===== src/rtl/div_rem_4bit_pkg.sv =====
// div_rem_4bit_pkg
// Shared definitions for the 4-bit restoring divider slice.
//   DW        : dividend / quotient width
//   VW        : divisor / remainder width
//   state_t   : divider FSM encoding (IDLE / CALC / DONE)
//   DIV0_QUOT : quotient reported when the divisor is zero
//   LAST_CNT  : bit-counter value of the final CALC iteration
package div_rem_4bit_pkg;

    localparam int DW = 12;
    localparam int VW = 4;

    typedef enum logic [1:0] {
        ST_IDLE = 2'd0,
        ST_CALC = 2'd1,
        ST_DONE = 2'd2
    } state_t;

    localparam logic [DW-1:0] DIV0_QUOT = {DW{1'b1}};
    localparam logic [3:0]    LAST_CNT  = 4'(DW - 1);

endpackage


===== src/rtl/div_rem_4bit_step.sv =====
// div_rem_4bit_step
// One combinational restoring-division step.
//   partial_in  in  VW+1  already-shifted partial remainder
//   divisor     in  VW    divisor
//   partial_out out VW+1  partial remainder after optional subtract
//   q_bit       out 1     quotient bit (1 when partial_in >= divisor)
module div_rem_4bit_step
    import div_rem_4bit_pkg::*;
(
    input  logic [VW:0]   partial_in,
    input  logic [VW-1:0] divisor,
    output logic [VW:0]   partial_out,
    output logic          q_bit
);

    logic [VW:0]   sub_b;
    logic [VW:0]   diff;
    logic [VW+1:0] carry;

    // Two's-complement subtract: add the inverted divisor with carry-in 1.
    // The final carry-out is set exactly when no borrow occurred.
    assign sub_b    = ~{1'b0, divisor};
    assign carry[0] = 1'b1;

    genvar i;
    generate
        for (i = 0; i <= VW; i++) begin : g_fa
            assign diff[i]      = partial_in[i] ^ sub_b[i] ^ carry[i];
            assign carry[i + 1] = (partial_in[i] & sub_b[i]) |
                                  (carry[i] & (partial_in[i] ^ sub_b[i]));
        end
    endgenerate

    assign q_bit       = carry[VW+1];
    // Restoring: keep the old partial when the subtract would go negative.
    assign partial_out = q_bit ? diff : partial_in;

endmodule


===== src/rtl/div_rem_4bit.sv =====
// div_rem_4bit
// Sequential restoring divider: dividend = quotient*divisor + remainder,
// one quotient bit per clock, valid/ready handshakes on both sides.
//   clk        in   1    rising-edge clock
//   rst_n      in   1    asynchronous active-low reset
//   in_valid   in   1    operands valid
//   in_ready   out  1    divider can accept operands
//   dividend   in   DW   unsigned dividend
//   divisor    in   VW   unsigned divisor
//   out_valid  out  1    result valid
//   out_ready  in   1    consumer accepts result
//   quotient   out  DW   unsigned quotient
//   remainder  out  VW   unsigned remainder
//   div_zero   out  1    divisor was zero for this result
module div_rem_4bit
    import div_rem_4bit_pkg::*;
(
    input  logic          clk,
    input  logic          rst_n,
    input  logic          in_valid,
    output logic          in_ready,
    input  logic [DW-1:0] dividend,
    input  logic [VW-1:0] divisor,
    output logic          out_valid,
    input  logic          out_ready,
    output logic [DW-1:0] quotient,
    output logic [VW-1:0] remainder,
    output logic          div_zero
);

    state_t        state_q,     state_d;
    logic [3:0]    cnt_q,       cnt_d;
    logic [DW-1:0] dvd_q,       dvd_d;
    logic [VW-1:0] dsr_q,       dsr_d;
    logic [VW:0]   part_q,      part_d;
    logic [DW-1:0] quot_q,      quot_d;
    logic [VW-1:0] rem_q,       rem_d;
    logic          div_zero_q,  div_zero_d;
    logic          in_ready_q,  in_ready_d;
    logic          out_valid_q, out_valid_d;

    logic [VW:0]   step_in;
    logic [VW:0]   step_part;
    logic          step_qbit;

    // The stored partial is always below the divisor, so its top bit is
    // zero and the shifted value fits in VW+1 bits.
    assign step_in = {part_q[VW-1:0], dvd_q[DW-1]};

    div_rem_4bit_step u_step (
        .partial_in  (step_in),
        .divisor     (dsr_q),
        .partial_out (step_part),
        .q_bit       (step_qbit)
    );

    always_comb begin
        state_d     = state_q;
        cnt_d       = cnt_q;
        dvd_d       = dvd_q;
        dsr_d       = dsr_q;
        part_d      = part_q;
        quot_d      = quot_q;
        rem_d       = rem_q;
        div_zero_d  = div_zero_q;
        in_ready_d  = in_ready_q;
        out_valid_d = out_valid_q;

        case (state_q)
            ST_IDLE: begin
                in_ready_d  = 1'b1;
                out_valid_d = 1'b0;
                if (in_valid && in_ready_q) begin
                    dvd_d      = dividend;
                    dsr_d      = divisor;
                    part_d     = '0;
                    cnt_d      = '0;
                    in_ready_d = 1'b0;
                    if (divisor == '0) begin
                        state_d    = ST_DONE;
                        quot_d     = DIV0_QUOT;
                        rem_d      = '0;
                        div_zero_d = 1'b1;
                    end else begin
                        state_d    = ST_CALC;
                        div_zero_d = 1'b0;
                    end
                end
            end

            ST_CALC: begin
                in_ready_d = 1'b0;
                // Dividend MSB feeds the step; quotient bits shift in at the LSB.
                dvd_d      = {dvd_q[DW-2:0], 1'b0};
                part_d     = step_part;
                quot_d     = {quot_q[DW-2:0], step_qbit};
                if (cnt_q == LAST_CNT) begin
                    cnt_d   = '0;
                    rem_d   = step_part[VW-1:0];
                    state_d = ST_DONE;
                end else begin
                    cnt_d = cnt_q + 4'd1;
                end
            end

            ST_DONE: begin
                // out_valid is registered, so it rises one cycle after entry.
                in_ready_d  = 1'b0;
                out_valid_d = 1'b1;
                if (out_valid_q && out_ready) begin
                    state_d     = ST_IDLE;
                    out_valid_d = 1'b0;
                    in_ready_d  = 1'b1;
                end
            end

            default: begin
                state_d     = ST_IDLE;
                in_ready_d  = 1'b1;
                out_valid_d = 1'b0;
            end
        endcase
    end

    always_ff @(posedge clk or negedge rst_n) begin
        if (!rst_n) begin
            state_q     <= ST_IDLE;
            cnt_q       <= '0;
            dvd_q       <= '0;
            dsr_q       <= '0;
            part_q      <= '0;
            quot_q      <= '0;
            rem_q       <= '0;
            div_zero_q  <= 1'b0;
            in_ready_q  <= 1'b1;
            out_valid_q <= 1'b0;
        end else begin
            state_q     <= state_d;
            cnt_q       <= cnt_d;
            dvd_q       <= dvd_d;
            dsr_q       <= dsr_d;
            part_q      <= part_d;
            quot_q      <= quot_d;
            rem_q       <= rem_d;
            div_zero_q  <= div_zero_d;
            in_ready_q  <= in_ready_d;
            out_valid_q <= out_valid_d;
        end
    end

    assign in_ready  = in_ready_q;
    assign out_valid = out_valid_q;
    assign quotient  = quot_q;
    assign remainder = rem_q;
    assign div_zero  = div_zero_q;

endmodule


===== config.mk =====
export PLATFORM = sky130hd
export DESIGN_NAME = div_rem_4bit
export DESIGN_NICKNAME = d
export VERILOG_FILES = /design/src/rtl/div_rem_4bit_pkg.sv /design/src/rtl/div_rem_4bit_step.sv /design/src/rtl/div_rem_4bit.sv
export SDC_FILE = /design/constraint.sdc
export NUM_CORES = 1
export LEC_CHECK = 0
export BUFFER_PORTS_ARGS = -buffer_cell sky130_fd_sc_hd__buf_4
export CAP_MARGIN = 20
export CORE_ASPECT_RATIO = 1.75
export CORE_UTILIZATION = 58
export DETAILED_ROUTE_END_ITERATION = 7
export PLACE_DENSITY_LB_ADDON = 0.05
export SLEW_MARGIN = 25
export SYNTH_ARGS = -nofsm -noshare
export SYNTH_HDL_FRONTEND = slang
export SYNTH_HIERARCHICAL = 1
export SYNTH_SLANG_ARGS = --single-unit
export TNS_END_PERCENT = 10

===== constraint.sdc =====
create_clock -name clk -period 7.4 [get_ports clk]
set_input_delay 1.85 -clock clk [delete_from_list [all_inputs] [get_ports clk]]
set_output_delay 1.85 -clock clk [all_outputs]
set_load 0.005 [all_outputs]

==> results.sh <==
export IMPL_final_hold_violation_count=0
export IMPL_mappedNetlistArea_um2=2040
export IMPL_portBuffers=38
export IMPL_core_um2=3360
export IMPL_final_max_slew_violation_count=0
export IMPL_filler_cell_count=278
export IMPL_fp_dieH_um=80.5
export IMPL_layout_commonest_cell="sky130_fd_sc_hd__dfrtp_1"
export IMPL_power_density_nw_per_um2=438
export IMPL_postCtsHoldBufs=0
export IMPL_vias_in_the_first_global_route=1454
export IMPL_syn_nets=197
export IMPL_met2RoutedLength_um=2280
export IMPL_setup_violations_final=0
export IMPL_cp_slowest_stage_delay_ns=0.69
export IMPL_critPathTopFamily="compound AO/OA/AOI/OAI gates"
export IMPL_clock_sinks=45
export IMPL_global_route_wire_length_before_repair_um=6890
export IMPL_cts_clock_pin_slew_for_the_worst_setup_and_hold_paths_ns=0.08
export IMPL_layout_cells_excl_fill=256
export IMPL_detail_route_first_pass_iterations=4
export IMPL_drt_antenna_violating_nets=0
export IMPL_flow_area_growth_from_synthesis_pct=19.8
export IMPL_cpMaxStageDelayCell="sky130_fd_sc_hd__a211oi_2"
export IMPL_syn_instance_count=172
export IMPL_power_leakage_uw=0.00114
export IMPL_floorplan_die_width_um=46.9
export IMPL_post_cts_resized_instances=0
export IMPL_syn_area_cell_um2=11.9
export IMPL_period_minus_slack_ns=3.26
export IMPL_placementRows=28
export IMPL_run_status="finished clean"
export IMPL_cp_buf_inv_count=1
export IMPL_numPlacedInstances=248
export IMPL_worst_vdd_rail_ir_drop_v=0.000264
export IMPL_worst_clock_skew_ns=0.00907
export IMPL_wl_met3_um=131
export IMPL_gp_routability_congestion=0.816
export IMPL_clock_insertion_delay_worst_skew_ns=0.30
export IMPL_dp_hpwl_um=3010
export IMPL_timing_slew_headroom_pct=49.5
export IMPL_yosysWarningCount=6
export IMPL_final_setup_worst_slack_ns=4.14
export IMPL_antenna_found_initial=0
export IMPL_layout_drive_gt1_share_pct=34.1
export IMPL_maximum_number_of_pins_on_one_net_before_global_route_repair=46
export IMPL_top_level_ports=39
export IMPL_cts_tree="done"
export IMPL_wl_per_cell_um=16.3
export IMPL_rsz0062_at_grt="false"
export IMPL_ctsHtreeMaxLevel=2
export IMPL_cts_post_setup_buffers_inserted=0
export IMPL_maxCapViolCount=0
export IMPL_gr_total_overflow=0
export IMPL_path_cells="buf_4 -> or4_4 -> a211oi_2 -> o22a_2"
export IMPL_hold_class="register to register"
export IMPL_worst_max_slew_pin_slew_ns=0.756
export IMPL_place_ws_ns=3.81
export IMPL_mostFrequentLayoutCells="44 x sky130_fd_sc_hd__dfrtp_1, 40 x sky130_fd_sc_hd__buf_4, 17 x sky130_fd_sc_hd__nand2_1, 17 x sky130_fd_sc_hd__o21ai_0, 12 x sky130_fd_sc_hd__o22a_2"
export IMPL_drt_iter0_drc=15
export IMPL_routed_via_density=5.68
export IMPL_floorplan_initialDensity_pct=60.8
export IMPL_gr_usage_all_layers_pct=25.7
export IMPL_routed_via_count=1455
export IMPL_timing_critical_path_fanout_max=12
export IMPL_routedLengthMet1_um=1690
export IMPL_ctsLongestPathBuffers=2
export IMPL_setup_tns_final_ns=0
export IMPL_nNetsFinal=235
export IMPL_finalCritPeriodShare_pct=44.0
export IMPL_diodes=0
export IMPL_worst_ep_arrival_time_ns=3.49
export IMPL_timing_fmax_mhz=307
export IMPL_wl_um=4180
export IMPL_cp_start_kind="input port"
export IMPL_cts_inserted_buffers=5
export IMPL_die_area_um2=3780
export IMPL_route_detailed_drc=0
export IMPL_worstSetupPathType="input port to register"
export IMPL_critical_path_endpoint_type="register"
export IMPL_timing_critical_path_required_ns=7.63
export IMPL_clock_root_buffer="sky130_fd_sc_hd__clkbuf_8"
export IMPL_top_layer="met4"
state kept, by name, summed over array words and instances, names as in the netlist:
name	cells
in_ready	1
dsr_q	4
quotient	12
div_zero	1
cnt_q	4
part_q	4
dvd_q	12
remainder	4
out_valid	1
state_q	2
tightest hold or removal path: cells and delay by family (launching register included):
family / cells / cell delay, ns
AND/OR/NAND/NOR: 1 / 0.05
AO/OA/AOI/OAI: 1 / 0.06
flip-flops: 1 / 0.34
final cells by class:
type                            instances  area (um^2)  area share, %
Inverter                                9         33.8           1.38
Tap cell                               45         56.3           2.30
Multi-Input combinational cell        109          851           34.7
Sequential cell                        45         1130           46.0
Clock buffer                            8         80.1           3.27
Timing Repair Buffer                   40          300           12.3
routing by layer:
layer | vias up | GRT usage, %
met1 | 735 | 33.4
li1 | 680 | -
met4 | 0 | 8.57
met5 | - | 0
met3 | 7 | 4.94
met2 | 33 | 41.8
power breakdown:
| group | switching (uW) | internal (uW) |
|---|---|---|
| sequential | 90.7 | 361 |
| clock | 77.7 | 67.2 |
| combinational | 225 | 251 |
through the flow:
step                      utilization, %  area, um^2  hold slack [ns]  power [uW]
after floorplan                        -        2040            0.444         757
after global placement              70.4        2370            0.459         899
after detailed placement            70.4        2370            0.469         935
after CTS                           72.8        2450            0.488        1080
after global routing                72.8        2450            0.512        1160
final                               72.8        2450            0.487        1070
path summary, 6_finish.rpt:
path | from | to | slack [ns] | depth (start not counted)
worst max-delay path | divisor[1] | quotient[3]$_DFFE_PN0P_ | 4.14 | 4
worst min-delay path | dvd_q[6]$_DFFE_PN0P_ | dvd_q[7]$_DFFE_PN0P_ | 0.49 | 2
worst max register to register | dvd_q[11]$_DFFE_PN0P_ | remainder[1]$_DFFE_PN0P_ | 4.57 | 12
worst min register to register | dvd_q[6]$_DFFE_PN0P_ | dvd_q[7]$_DFFE_PN0P_ | 0.49 | 2
max in group asynchronous | rst_n | dvd_q[10]$_DFFE_PN0P_ | 5.47 | 1
min in group asynchronous | rst_n | div_zero$_DFFE_PN0P_ | 1.54 | 1
Note: power is estimated with default switching activity, not from simulation.
